$ cat config.mk
export PLATFORM = sky130hd
export DESIGN_NAME = param_bus_arbiter
export DESIGN_NICKNAME = d
export VERILOG_FILES = /design/src/rtl/param_bus_arbiter.sv
export SDC_FILE = /design/constraint.sdc
export NUM_CORES = 1
export LEC_CHECK = 0
export BUFFER_PORTS_ARGS = -buffer_cell sky130_fd_sc_hd__buf_2
export CAP_MARGIN = 30
export CORE_MARGIN = 2
export CORE_UTILIZATION = 42
export CTS_CLUSTER_SIZE = 24
export DETAILED_ROUTE_END_ITERATION = 6
export GPL_TIMING_DRIVEN = 1
export MAX_ROUTING_LAYER = met4
export PLACE_DENSITY = 0.78
export SYNTH_ARGS = -nofsm -noshare
export SYNTH_HDL_FRONTEND = slang
export SYNTH_SLANG_ARGS = --single-unit
export TNS_END_PERCENT = 10
$ cat constraint.sdc
create_clock -name CLOCK_50 -period 1.8 [get_ports CLOCK_50]
set_input_delay 0.36 -clock CLOCK_50 [delete_from_list [all_inputs] [get_ports CLOCK_50]]
set_output_delay 0.36 -clock CLOCK_50 [all_outputs]
set_load 0.01 [all_outputs]
$ cat src/rtl/param_bus_arbiter.sv
`default_nettype none
// ============================================================================
// Module : param_bus_arbiter
// Brief  : Round-robin arbiter between a CPU and a MIDI/sysex decoder for
//          a strobed 8-bit parameter bus to the synth engine.
// Rev    : 1.0  initial release
// ============================================================================
module param_bus_arbiter #(
    parameter int ADDR_W     = 7,
    parameter int SEL_W      = 5,
    parameter int STROBE_LEN = 2
) (
    input  logic              CLOCK_50,
    input  logic              reset,
    input  logic              cpu_req,
    input  logic              cpu_we,
    input  logic [ADDR_W-1:0] cpu_addr,
    input  logic [SEL_W-1:0]  cpu_sel,
    input  logic [7:0]        cpu_wdata,
    output logic              cpu_ack,
    output logic [7:0]        cpu_rdata,
    input  logic              dec_req,
    input  logic              dec_we,
    input  logic [ADDR_W-1:0] dec_addr,
    input  logic [SEL_W-1:0]  dec_sel,
    input  logic [7:0]        dec_wdata,
    output logic              dec_ack,
    output logic [7:0]        dec_rdata,
    output logic [ADDR_W-1:0] adr,
    output logic [SEL_W-1:0]  sel,
    output logic              write,
    output logic              read,
    output logic [7:0]        data_out,
    input  logic [7:0]        data_in,
    output logic              busy,
    output logic              grant_dec
);

    typedef enum logic [1:0] {
        IDLE   = 2'd0,
        SETUP  = 2'd1,
        STROBE = 2'd2,
        HOLD   = 2'd3
    } state_t;

    localparam logic [3:0] c_strobe_last = 4'(STROBE_LEN - 1);

    state_t             r_state_q,     w_state_d;
    logic [3:0]         r_cnt_q,       w_cnt_d;
    logic               r_last_dec_q,  w_last_dec_d;
    logic               r_owner_dec_q, w_owner_dec_d;
    logic               r_we_q,        w_we_d;
    logic [ADDR_W-1:0]  r_addr_q,      w_addr_d;
    logic [SEL_W-1:0]   r_sel_q,       w_sel_d;
    logic [7:0]         r_wdata_q,     w_wdata_d;
    logic [7:0]         r_cpu_rdata_q, w_cpu_rdata_d;
    logic [7:0]         r_dec_rdata_q, w_dec_rdata_d;
    logic               w_pick_dec;

    // On a tie the requester that did not win last time takes the bus.
    assign w_pick_dec = (cpu_req && dec_req) ? ~r_last_dec_q : dec_req;

    always_comb begin
        w_state_d     = r_state_q;
        w_cnt_d       = r_cnt_q;
        w_last_dec_d  = r_last_dec_q;
        w_owner_dec_d = r_owner_dec_q;
        w_we_d        = r_we_q;
        w_addr_d      = r_addr_q;
        w_sel_d       = r_sel_q;
        w_wdata_d     = r_wdata_q;
        w_cpu_rdata_d = r_cpu_rdata_q;
        w_dec_rdata_d = r_dec_rdata_q;
        case (r_state_q)
            IDLE: begin
                if (cpu_req || dec_req) begin
                    w_state_d     = SETUP;
                    w_owner_dec_d = w_pick_dec;
                    w_last_dec_d  = w_pick_dec;
                    w_we_d        = w_pick_dec ? dec_we    : cpu_we;
                    w_addr_d      = w_pick_dec ? dec_addr  : cpu_addr;
                    w_sel_d       = w_pick_dec ? dec_sel   : cpu_sel;
                    w_wdata_d     = w_pick_dec ? dec_wdata : cpu_wdata;
                end
            end
            SETUP: begin
                w_state_d = STROBE;
                w_cnt_d   = 4'd0;
            end
            STROBE: begin
                if (r_cnt_q == c_strobe_last) begin
                    w_state_d = HOLD;
                    if (!r_we_q) begin
                        if (r_owner_dec_q) w_dec_rdata_d = data_in;
                        else               w_cpu_rdata_d = data_in;
                    end
                end else begin
                    w_cnt_d = r_cnt_q + 4'd1;
                end
            end
            HOLD:    w_state_d = IDLE;
            default: w_state_d = IDLE;
        endcase
    end

    always_ff @(posedge CLOCK_50) begin
        if (reset) begin
            r_state_q     <= IDLE;
            r_cnt_q       <= 4'd0;
            r_last_dec_q  <= 1'b1;
            r_owner_dec_q <= 1'b0;
            r_we_q        <= 1'b0;
            r_addr_q      <= '0;
            r_sel_q       <= '0;
            r_wdata_q     <= 8'd0;
            r_cpu_rdata_q <= 8'd0;
            r_dec_rdata_q <= 8'd0;
        end else begin
            r_state_q     <= w_state_d;
            r_cnt_q       <= w_cnt_d;
            r_last_dec_q  <= w_last_dec_d;
            r_owner_dec_q <= w_owner_dec_d;
            r_we_q        <= w_we_d;
            r_addr_q      <= w_addr_d;
            r_sel_q       <= w_sel_d;
            r_wdata_q     <= w_wdata_d;
            r_cpu_rdata_q <= w_cpu_rdata_d;
            r_dec_rdata_q <= w_dec_rdata_d;
        end
    end

    assign busy      = (r_state_q != IDLE);
    assign grant_dec = busy && r_owner_dec_q;
    assign adr       = busy ? r_addr_q  : '0;
    assign sel       = busy ? r_sel_q   : '0;
    assign data_out  = busy ? r_wdata_q : 8'd0;
    assign write     = (r_state_q == STROBE) &&  r_we_q;
    assign read      = (r_state_q == STROBE) && !r_we_q;
    assign cpu_ack   = (r_state_q == HOLD) && !r_owner_dec_q;
    assign dec_ack   = (r_state_q == HOLD) &&  r_owner_dec_q;
    assign cpu_rdata = r_cpu_rdata_q;
    assign dec_rdata = r_dec_rdata_q;

endmodule
`default_nettype wire

==> summary.md <==
| Metric | Value |
|---|---|
| Clk_skew | `0.005949 ns` |
| CP cell instances | `inv_1 -> ha_4 -> buf_6 -> nor2b_1 -> buf_2` |
| Share of layout cells above drive strength 1 | `0.3862` |
| Post-route minimum period | `1.735 ns` |
| RD Place Congestion | `0.7554` |
| ANT cells | `0` |
| CP Data Arrival Time | `1.37 ns` |
| First-pass GRT wire length | `8.638 mm` |
| Die Y | `76.10 um` |
| Post-DR vias/cell | `4.839` |
| Die area | `5791 um2` |
| Hold Path Depth | `3` |
| Final setup viols | `0` |
| CP max stage cell | `dfxtp_2` |
| Sequential area share after synthesis | `0.4126` |
| Nets@finish | `393` |
| CTS tree | `yes` |
| Seq cells post-synth | `45` |
| Clock slew at reported path FFs | `0.08 ns` |
| Power per cell area | `1231 nW/um2` |
| Overall Global Routing Usage | `0.1849` |
| WP buf/inv | `3` |
| Leakage | `0.001393 uW` |
| Vias in the first global route | `1945` |
| DR WL/cell | `12.59 um` |
| Fin area | `2935 um2` |
| Setup TNS | `0 ns` |
| Initial core utilization | `0.4302` |
| Filler cells | `468` |
| Syn Inst Count | `237` |
| Total number of vias | `1955` |
| Worst vdd ir | `0.0008049 V` |
| Final Util | `0.5784` |
| Synthesized area per cell | `9.212 um2` |
| R2r setup slk | `0.14 ns` |
| Critical Path Max Stage Delay | `0.36 ns` |
| Iter 0 DRT Violations | `81` |
| Worst Setup Path Type | `reg2out` |
| Hpwl dp | `3.836 mm` |
| Crit end category | `output port` |
| Worst slew margin | `0.7149` |
| Fin. max-slew vios | `0` |
| Pwr Total | `3613 uW` |
| Outcome | `complete, no violations` |
| Max-cap viol count | `0` |
| Endpoint, Worst Hold | `cpu_rdata[6]$_SDFFE_PP0P_` |
| Final wirelength | `5.085 mm` |
| CORE AREA | `5075 um2` |
| R2R cell count | `5` |
| Clock latency on the worst-skew pair | `0.29 ns` |
| Root Buffer | `clkbuf_8` |
| CP Launch Type | `flip-flop` |
| Max clock buf depth | `2` |
| Hold Vio Cnt, Final | `0` |
| Max Freq | `0.5765 GHz` |
| IO Count | `96` |
| Buffers on Ports | `95` |
| Total CTS buffers | `5` |
| Synth-to-Final Area Change | `34.44%` |
| Setup Buffers After CTS | `0` |
| Drt first pass iters | `4` |
| Post-CTS Hold Fix Bufs | `0` |
| Netlist cell types | `32` |
| Total grt overflow | `0` |
| Reg2reg end | `cpu_rdata[3]$_SDFFE_PP0P_` |
| Row count | `26` |
| # DRC | `0` |
| Post-Syn Area | `2183 um2` |
| Synth warn | `0` |
| Largest delay contributor family on the critical path | `buffers and inverters` |
| Placed inst area | `2786 um2` |
| Worst min-delay path class | `in2reg` |
| Reg2reg start | `r_cnt_q[0]$_SDFFE_PP0P_` |
| Syn nets | `297` |
| H-Tree Depth | `2` |
| EDFF count, synth | `0` |
| Detail Route Antenna Nets | `0` |
| Worst EP required | `1.44 ns` |
| Die W | `76.10 um` |
| # clock sinks | `45` |
| Largest net degree at the start of global routing | `42` |
| Min-delay src | `data_in[6]` |
| Tcrit/Tclk final | `0.9637` |
| Critical path fanouts, max | `12` |
| Initial antenna violation count | `0` |
| RSZ-0062 raised after global routing | `true` |
| Slew @ Worst Pin | `0.4272 ns` |
| Predominant post-synthesis flop cell | `dfxtp_1` |
| Async SR Flop Fraction | `0` |
[worst max path at each step]
stage                                   start                         to  cells past startpoint
floorplan           r_state_q[0]$_SDFFE_PP0P_  dec_rdata[0]$_SDFFE_PP0P_                      6
global placement      r_cnt_q[0]$_SDFFE_PP0P_  cpu_rdata[0]$_SDFFE_PP0P_                      5
detailed placement    r_cnt_q[0]$_SDFFE_PP0P_  cpu_rdata[3]$_SDFFE_PP0P_                      5
CTS                 r_state_q[1]$_SDFFE_PP0P_                     adr[1]                      5
global route        r_state_q[1]$_SDFFE_PP0P_                     adr[6]                      5
finish              r_state_q[1]$_SDFFE_PP0P_                     adr[3]                      5
[power breakdown]
part           leakage [uW]  total (uW)  switching [uW]  internal, uW
clock             0.0000585         777             324           453
combinational      0.000966        1520             832           692
sequential         0.000369        1310             117          1200
[registers in the layout, summed over array words and instances (netlist names)]
name / flops
r_owner_dec_q: 1
r_addr_q: 7
cpu_rdata: 8
r_state_q: 2
r_sel_q: 5
r_cnt_q: 4
r_wdata_q: 8
r_we_q: 1
r_last_dec_q: 1
dec_rdata: 8
[placed cells by master (no fill, tap or decap), drive strengths merged, types with 2 or more instances in the layout]
cell / n
nand3: 4
ha: 6
a211oi: 22
nor2b: 24
a31oi: 2
nand2: 16
clkbuf: 7
dfxtp: 45
inv: 7
buf: 105
a21oi: 4
or2: 3
mux2i: 37
nand2b: 12
nor2: 21
nor3b: 2
and2: 2
[worst register-to-register path, delay by kind of cell, from the launching register on]
family	cells	cell delay [ns]
flops	1	0.41
mux	1	0.20
simple gates	2	0.62
buf+inv	1	0.17
fa+ha+maj	1	0.18
[repair_timing]
| item | in CTS | in global routing |
|---|---|---|
| cloned | 0 | 0 |
| gates resized for setup | 4 | 7 |
| hold endpoints to repair | 0 | 0 |
| endpoints found under the setup margin | 19 | 16 |
[synth_stat cells, types with 2 or more instances]
cell type  instances  area [um2]
and2_1             2       12.51
buf_2              3       15.01
clkbuf_1          12       45.04
dfxtp_1           45       900.9
nor2b_1           24       150.1
ha_1               6       75.07
a31oi_1            2       12.51
nor3b_1            2       15.01
or2_2              3       18.77
nor2_1            21       78.83
a211oi_1          22       165.2
a21oi_1            4       20.02
nand2b_1          12       75.07
mux2i_1           37       370.4
nand3_1            4       20.02
nand2_1           16       60.06
inv_1              7       26.28
[per-stage QoR]
stage | hold WS [ns] | setup slack, ns | std cells
2_1_floorplan | 0.4737 | 0.02993 | 237
3_3_place_gp | 0.4449 | 0.2096 | 396
3_5_place_dp | 0.4451 | 0.1290 | 396
4_1_cts | 0.3303 | 0.02137 | 404
5_1_grt | 0.3397 | -0.004296 | 404
6_report | 0.3320 | 0.06538 | 404
[area by class of cell]
class                           instances  area (um2)  area share
Sequential cell                        45       902.1      0.3073
Tap cell                               70       87.58     0.02984
Inverter                                7       26.28    0.008951
Clock buffer                            7       86.33     0.02941
Clock inverter                          1       30.03     0.01023
Timing Repair Buffer                  105       579.3      0.1974
Multi-Input combinational cell        169        1224      0.4169
[per-layer routing]
| metal | vias up | global-route usage | wire length [um] |
|---|---|---|---|
| li1 | 1010 | - | - |
| met1 | 888 | 0.2033 | 2163 |
| met2 | 52 | 0.3402 | 2638 |
| met3 | 5 | 0.03791 | 230 |
| met4 | 0 | 0.04909 | 52 |
| met5 | - | - | 0 |
[logic make-up after synthesis]
logic type                 after synthesis  synth area share
muxes                                   37            0.1696
AOI/OAI and AO/OA                       36            0.1186
buffers and inverters                   23           0.04126
and+or+nand+nor                         90            0.2235
DFF                                     45            0.4126
adders and majority gates                6           0.03438
Note: power is estimated with default switching activity, not from simulation.
